### config.mk
export PLATFORM = sky130hd
export DESIGN_NAME = vscale_xvec_vstore
export DESIGN_NICKNAME = d
export VERILOG_FILES = /design/src/rtl/vscale_xvec_vstore.sv
export SDC_FILE = /design/constraint.sdc
export NUM_CORES = 2
export LEC_CHECK = 0
export BUFFER_PORTS_ARGS = -buffer_cell sky130_fd_sc_hd__buf_2
export CORE_AREA = 2 2 459 461
export CTS_BUF_LIST = sky130_fd_sc_hd__clkbuf_2
export CTS_CLUSTER_SIZE = 28
export DETAILED_ROUTE_END_ITERATION = 6
export DIE_AREA = 0 0 461 463
export MAX_ROUTING_LAYER = met4
export SYNTH_ARGS = -nofsm -noshare
export SYNTH_HDL_FRONTEND = slang
export SYNTH_SLANG_ARGS = --single-unit
export TNS_END_PERCENT = 30
### constraint.sdc
create_clock -name clk -period 7.8 [get_ports clk]
set_clock_uncertainty 0.05 [all_clocks]
set_input_delay 1.17 -clock clk [delete_from_list [all_inputs] [get_ports clk]]
set_output_delay 1.17 -clock clk [all_outputs]
set_load 0.01 [all_outputs]
### src/rtl/vscale_xvec_vstore.sv
// Vector store sequencer: drains one captured vector into per-lane word writes
// over a valid/ready memory request channel, lane 0 first, with a byte stride.
module vscale_xvec_vstore #(
  parameter int XPR_LEN = 32,
  parameter int NLANES  = 32
) (
  input  logic                        clk,
  input  logic                        reset,
  input  logic                        start_valid,
  output logic                        start_ready,
  input  logic [NLANES*XPR_LEN-1:0]   vec_data,
  input  logic [XPR_LEN-1:0]          base_addr,
  input  logic [XPR_LEN-1:0]          stride,
  input  logic [5:0]                  vl,
  output logic                        dmem_req_valid,
  input  logic                        dmem_req_ready,
  output logic [XPR_LEN-1:0]          dmem_addr,
  output logic [XPR_LEN-1:0]          dmem_wdata,
  output logic                        busy,
  output logic                        done,
  output logic                        misaligned
);

  localparam int VW = NLANES * XPR_LEN;
  localparam int CW = $clog2(NLANES + 1);

  typedef enum logic [1:0] {S_IDLE, S_WRITE, S_DONE} state_t;

  state_t             state_reg;
  logic [VW-1:0]      lane_sr_reg;
  logic [VW-1:0]      lane_sr_shifted;
  logic [XPR_LEN-1:0] addr_reg;
  logic [XPR_LEN-1:0] stride_reg;
  logic [CW-1:0]      cnt_reg;
  logic [CW-1:0]      vl_eff;
  logic               err_reg;
  logic               misalign_in;

  // Lane i takes lane i+1; the top lane is zero-filled.
  genvar gi;
  generate
    for (gi = 0; gi < NLANES; gi++) begin : g_shift
      if (gi == NLANES - 1) begin : g_top
        assign lane_sr_shifted[gi*XPR_LEN +: XPR_LEN] = '0;
      end else begin : g_mid
        assign lane_sr_shifted[gi*XPR_LEN +: XPR_LEN] = lane_sr_reg[(gi+1)*XPR_LEN +: XPR_LEN];
      end
    end
  endgenerate

  always_comb begin
    vl_eff = CW'(vl);
    if (32'(vl) > 32'(NLANES)) vl_eff = CW'(NLANES);
  end

  assign misalign_in = (base_addr[1:0] != 2'b00) || (stride[1:0] != 2'b00);

  always_ff @(posedge clk) begin
    if (reset) begin
      state_reg   <= S_IDLE;
      lane_sr_reg <= '0;
      addr_reg    <= '0;
      stride_reg  <= '0;
      cnt_reg     <= '0;
      err_reg     <= 1'b0;
    end else begin
      case (state_reg)
        S_IDLE: begin
          if (start_valid) begin
            lane_sr_reg <= vec_data;
            addr_reg    <= base_addr;
            stride_reg  <= stride;
            cnt_reg     <= vl_eff;
            err_reg     <= misalign_in;
            if (misalign_in || (vl_eff == '0)) state_reg <= S_DONE;
            else                               state_reg <= S_WRITE;
          end
        end
        S_WRITE: begin
          if (dmem_req_ready) begin
            lane_sr_reg <= lane_sr_shifted;
            addr_reg    <= addr_reg + stride_reg;
            cnt_reg     <= cnt_reg - CW'(1);
            if (cnt_reg == CW'(1)) state_reg <= S_DONE;
          end
        end
        S_DONE:  state_reg <= S_IDLE;
        default: state_reg <= S_IDLE;
      endcase
    end
  end

  // Outputs depend only on registered state, so ready never feeds valid/addr/data.
  assign start_ready    = (state_reg == S_IDLE);
  assign busy           = (state_reg != S_IDLE);
  assign dmem_req_valid = (state_reg == S_WRITE);
  assign done           = (state_reg == S_DONE);
  assign misaligned     = (state_reg == S_DONE) && err_reg;
  assign dmem_addr      = addr_reg;
  assign dmem_wdata     = lane_sr_reg[XPR_LEN-1:0];

endmodule

# Word-level counts from Yosys, hierarchy flattened
# Index checks and enable logic that the tools add are counted.
[word_totals]
ff_bits = 1097
in_bits = 1098
out_inout_bits = 69
wordCells = 42
[op_classes]
n_addsub = 2
n_lt_le_gt_ge = 1
eq_ne = 6
n_mux = 15
reduce_logical = 12
[ops]
columns = ["op", "count"]
rows = [
  ["1024-bit two-way mux", 2],
  ["1024-bit case mux with 2 select lines", 1],
  ["32-bit two-way mux", 2],
  ["32-bit case mux with 2 select lines", 1],
  ["32-bit adder", 1],
  ["6-bit two-way mux", 3],
  ["6-bit case mux with 2 select lines", 1],
  ["2-bit two-way mux", 4],
  ["2-bit nonzero test", 4],
  ["6-bit by 1-bit equality test with 1-bit output, second input constant", 1],
  ["6-bit > comparator, second input constant", 1],
  ["6-bit logical NOT", 1],
  ["3-bit AND reduction", 2],
  ["6-bit by 1-bit subtractor with 6-bit output, second input constant", 1],
  ["2-bit by 1-bit != test with 1-bit output, second input constant", 2],
  ["2-bit case mux with 2 select lines", 1],
  ["2-bit by 1-bit equality test with 1-bit output, second input constant", 1],
  ["2-bit equality test, second input constant", 1],
  ["2-bit logical NOT", 1],
  ["1-bit logical OR", 2],
  ["2-bit != test, second input constant", 1],
  ["2-bit AND reduction", 1],
  ["1-bit logical AND", 1],
]

# Logic depth before layout (Yosys ltp)
[logic_depth]
word_depth = 7
depth_mapped = 9
depth_no_buf = 9

# Least setup slack after synthesis
# OpenSTA, ideal clock, no wires.
[synth_timing]
path_type = "reg-to-reg"
startpoint = "register addr_reg[0], in the netlist dmem_addr[0]"
endpoint = "register addr_reg[30], in the netlist dmem_addr[30]"
setup_time_ps = 116
t_arrival_ps = 2439
t_required_ps = 7634
path_slack_ps = 5195
path_stages_with_launch = 10
path_buffers = 0
period_less_slack_ps = 2605
path_cell_list = "dfxtp_1 ha_1 fa_1 a21o_1 a311o_2 nand3_4 a31o_2 a21oi_1 or3_1 a41o_1"
[synth_via]
elab_chain_cells = 3
[synth_lines]
columns = ["item", "line", "source"]
rows = [
  ["from (decl)", "32", "logic [XPR_LEN-1:0] addr_reg;"],
  ["from (signal assigned)", "71", "addr_reg <= base_addr;"],
  ["from (signal assigned)", "82", "addr_reg <= addr_reg + stride_reg;"],
  ["32-bit adder", "82", ""],
  ["32-bit two-way mux", "80", "if (dmem_req_ready) begin"],
  ["32-bit case mux with 2 select lines", "67", "case (state_reg)"],
]
# Every way passes these cells. The select of a mux whose other input is x is not followed.
# A chain may end at the register's enable or synchronous reset.

# Worst setup path after layout
[layout_timing]
startpoint = "register state_reg[0]"
endpoint = "output dmem_req_valid"
[layout_via]
elab_chain_cells = 1
[layout_lines]
columns = ["item", "line", "source"]
rows = [
  ["from (decl)", "29", "state_t state_reg;"],
  ["from (signal assigned)", "60", "state_reg <= S_IDLE;"],
  ["from (signal assigned)", "75", "if (misalign_in || (vl_eff == '0)) state_reg <= S_DONE;"],
  ["from (signal assigned)", "76", "else state_reg <= S_WRITE;"],
  ["2-bit by 1-bit equality test with 1-bit output", "96", "assign dmem_req_valid = (state_reg == S_WRITE);"],
  ["to (decl)", "15", "output logic dmem_req_valid,"],
]
# Every way passes these cells.

==> results.yml <==
floorplan:
  io_pins: 1167
  die_h_um: 463
  coreArea_mm2: 0.209
  num_rows: 168
  die-area_mm2: 0.213
  fp.dieW_um: 461
  initial_core_util_pct: 23.1
worst_hold_path:
  min_path_cells: 4
  hold_path_class: "in -> reg"
  worstHoldStart: "vec_data[678]"
  hold_end: "lane_sr_reg[678]$_SDFFE_PP0P_"
place:
  dpl_worst_slack_ns: 4.08
  place_congestion: 0.951
  dp_cells: 9711
  port_buffers: 1166
  dp_hpwl_um: 162000
  placed_area_mm2: 0.0556
global_route:
  grt-ovfl-total: 0
  grt_pass1_wl_um: 380000
  antenna_found_initial: 79
  grt_pass1_vias: 62400
  grt_start_max_net_pins: 247
  grt_usage_pct: 23.8
synth:
  synth.top_cell.area_share_pct: 45.6
  syn-cell-area_mm2: 0.0482
  synth-seq-cells: 1097
  synth.area.mux_share_pct: 0.125
  synthCells: 6322
  synth_edf_count: 0
  synth_nets: 7454
  synth-main-ff-cell: "dfxtp_1"
  synth_fa_ha_area_share_pct: 0.899
  synth_compound_area_share_pct: 21.5
  synth_cell_types: 68
  async_flop_share_pct: 0
  synth_top_family_by_area: "simple AND/OR/NAND/NOR gates"
  synth-xor-area-share_pct: 0.291
  yosys.area.top_type: "dfxtp_1"
  synthSimpleGateAreaFrac_pct: 25.9
  yosys_warnings: 0
  ys_top_cells_by_area: "dfxtp_1 (46%), a311oi_1 (18%), nand2_1 (16%)"
  yosysSeqAreaShare_pct: 45.6
  synth_area_per_cell_um2: 7.62
detailed_routing:
  drcViolationCount: 7
  drt_iter0_drc: 6774
  dr.pass1.iters: 7
  ant_nets: 0
  routed_via_density: 5.04
  drt_wl_total_um: 261000
  num_vias: 62500
  wl_per_cell_um: 21.1
finish:
  final_layout_size_suffix_gt1_share_pct: 18.4
  largest_register_ffs: 1024
  final_cell_mix: "nand2_1 (2,097), dlygate4sd3_1 (2,038), buf_2 (1,165)"
  nFillCells: 20400
  design_area_mm2: 0.0789
  final_common_cell: "nand2_1"
  syn_to_final_growth_pct: 63.9
  fin_cells: 12400
  final_nets: 10400
sta:
  relSlewSlack_pct: 23.0
  hold_viol_final: 0
  fin_crit_ns: 4.39
  finalCritPeriodShare_pct: 56.3
  finalSetupViolCount: 0
  rsz0062_at_grt: "false"
  slew_violations: 0
  tightest_slew_ns: 1.16
  timing.fmax_ghz: 0.228
  fin_setup_tns_ns: 0
  whs_ns: 0.291
  worst_slack_ns: 3.41
run:
  maxCapViolCount: 0
clock_network:
  cts_max_level: 5
  clock_path_buffers: 4
  cts_made_buffers: 325
  clk_pin_slew_worst_paths_ns: 0.11
  tritoncts: "done"
  cts_root_buf: "clkbuf_2"
  clk_latency_ns: 1.80
  post_cts_buffers: 0
  cts.sinks: 1097
worst_setup_path:
  path_max_fanout: 88
  arrival_ns: 3.17
  ff2ff_setup_slack_ns: 3.83
  path_class: "reg -> out"
  end_kind: "output pin"
  critPathRequiredTime_ns: 6.58
  crit_chain: "nand2b_4 > inv_8 > buf_2"
  worstReg2RegStart: "state_reg[0]$_SDFFE_PP0P_"
  reg2reg_depth: 9
  r2r_end: "cnt_reg[0]$_SDFFE_PP0P_"
  crit_slowest_cell: "dfxtp_1"
  crit_path_start_kind: "flop"
  cp_slowest_stage_delay_ns: 0.56
status:
  outcome: "complete, but fails checks"
  violations: "design-rule violations"
power_and_ir_drop:
  p_leak_nw: 33.4
  p_per_area_mw_per_mm2: 173
  vdd_ir_drop_max_v: 0.000133
where the power goes:
part / leakage [nW] / switching [mW] / total [mW] / internal, mW
sequential: 9.10 / 0.342 / 6.43 / 6.09
clock: 2.15 / 2.75 / 4.44 / 1.69
combinational: 22.2 / 1.37 / 2.78 / 1.41
cell usage after synthesis (all sizes together) (3+ instances only):
| library cell | count |
|---|---|
| nand2 | 2099 |
| o21ai | 29 |
| a311oi | 998 |
| xor2 | 9 |
| a21oi | 97 |
| a21boi | 3 |
| mux2i | 6 |
| a211oi | 10 |
| or4 | 3 |
| nand4 | 8 |
| nand3 | 10 |
| buf | 176 |
| and2 | 5 |
| nand2b | 3 |
| ha | 33 |
| o211ai | 8 |
| a31oi | 7 |
| nand3b | 5 |
| clkbuf | 463 |
| o21bai | 5 |
| a221oi | 16 |
| nor2 | 1081 |
| nor3 | 27 |
| dfxtp | 1097 |
| and3 | 5 |
| or3 | 3 |
| o21a | 10 |
| a22oi | 33 |
| a21o | 11 |
| nor2b | 4 |
| xnor2 | 7 |
| nor4 | 10 |
| inv | 17 |
worst max path at each step:
stage	from	endpoint	slack [ns]
6_report	state_reg[0]$_SDFFE_PP0P_	dmem_req_valid	3.41
5_1_grt	state_reg[0]$_SDFFE_PP0P_	dmem_req_valid	2.95
4_1_cts	state_reg[0]$_SDFFE_PP0P_	dmem_req_valid	2.98
3_5_place_dp	start_valid	lane_sr_reg[16]$_SDFFE_PP0P_	4.08
3_3_place_gp	start_valid	lane_sr_reg[85]$_SDFFE_PP0P_	4.14
2_1_floorplan	dmem_addr[0]$_SDFFE_PP0P_	dmem_addr[30]$_SDFFE_PP0P_	5.19
critical path: cells and delay by family (launching register included):
kind / cells / cell delay [ns]
buf+inv: 2 / 0.66
simple gates: 1 / 0.22
flops: 1 / 0.56
layer usage:
metal	vias up	part of all wire (%)	GRT usage [%]
met4	0	8.2	17.1
met5	-	0	-
met3	1066	9.3	5.84
met1	29300	38	27.1
met2	3919	44	36.4
li1	28200	-	-
cell type report:
type,instances,area [um^2],share of cell area (%)
Inverter,17,71.3,0.0904
Tap cell,2805,3510,4.45
Clock inverter,64,314,0.398
Sequential cell,1097,22000,27.8
Multi-Input combinational cell,4569,23500,29.8
Clock buffer,480,2400,3.04
Timing Repair Buffer,3261,26900,34.1
Antenna cell,95,238,0.301
timing repair:
item                      4_1_cts  5_1_grt
resized for setup               0        0
hold buffers                 2038        0
hold endpoints to repair     1097        0
metrics by stage:
| step | utilization, % | total power, mW |
|---|---|---|
| after floorplan | - | 7.56 |
| after detailed placement | 26.6 | 8.33 |
| after CTS | 37.7 | 13.6 |
| after global routing | 37.8 | 14.3 |
| final | 37.8 | 13.6 |
| after global placement | 26.6 | 8.28 |
cell families (layout without fill, tap and decap cells):
group | after synthesis | count (layout)
simple gates | 3269 | 3269
compound gates | 1244 | 1244
flops | 1097 | 1097
buf+inv | 656 | 3822
fa+ha+maj | 34 | 34
xor+xnor | 16 | 16
mux | 6 | 6
other cells | 0 | 95
Power figures use the tool's default switching activity.
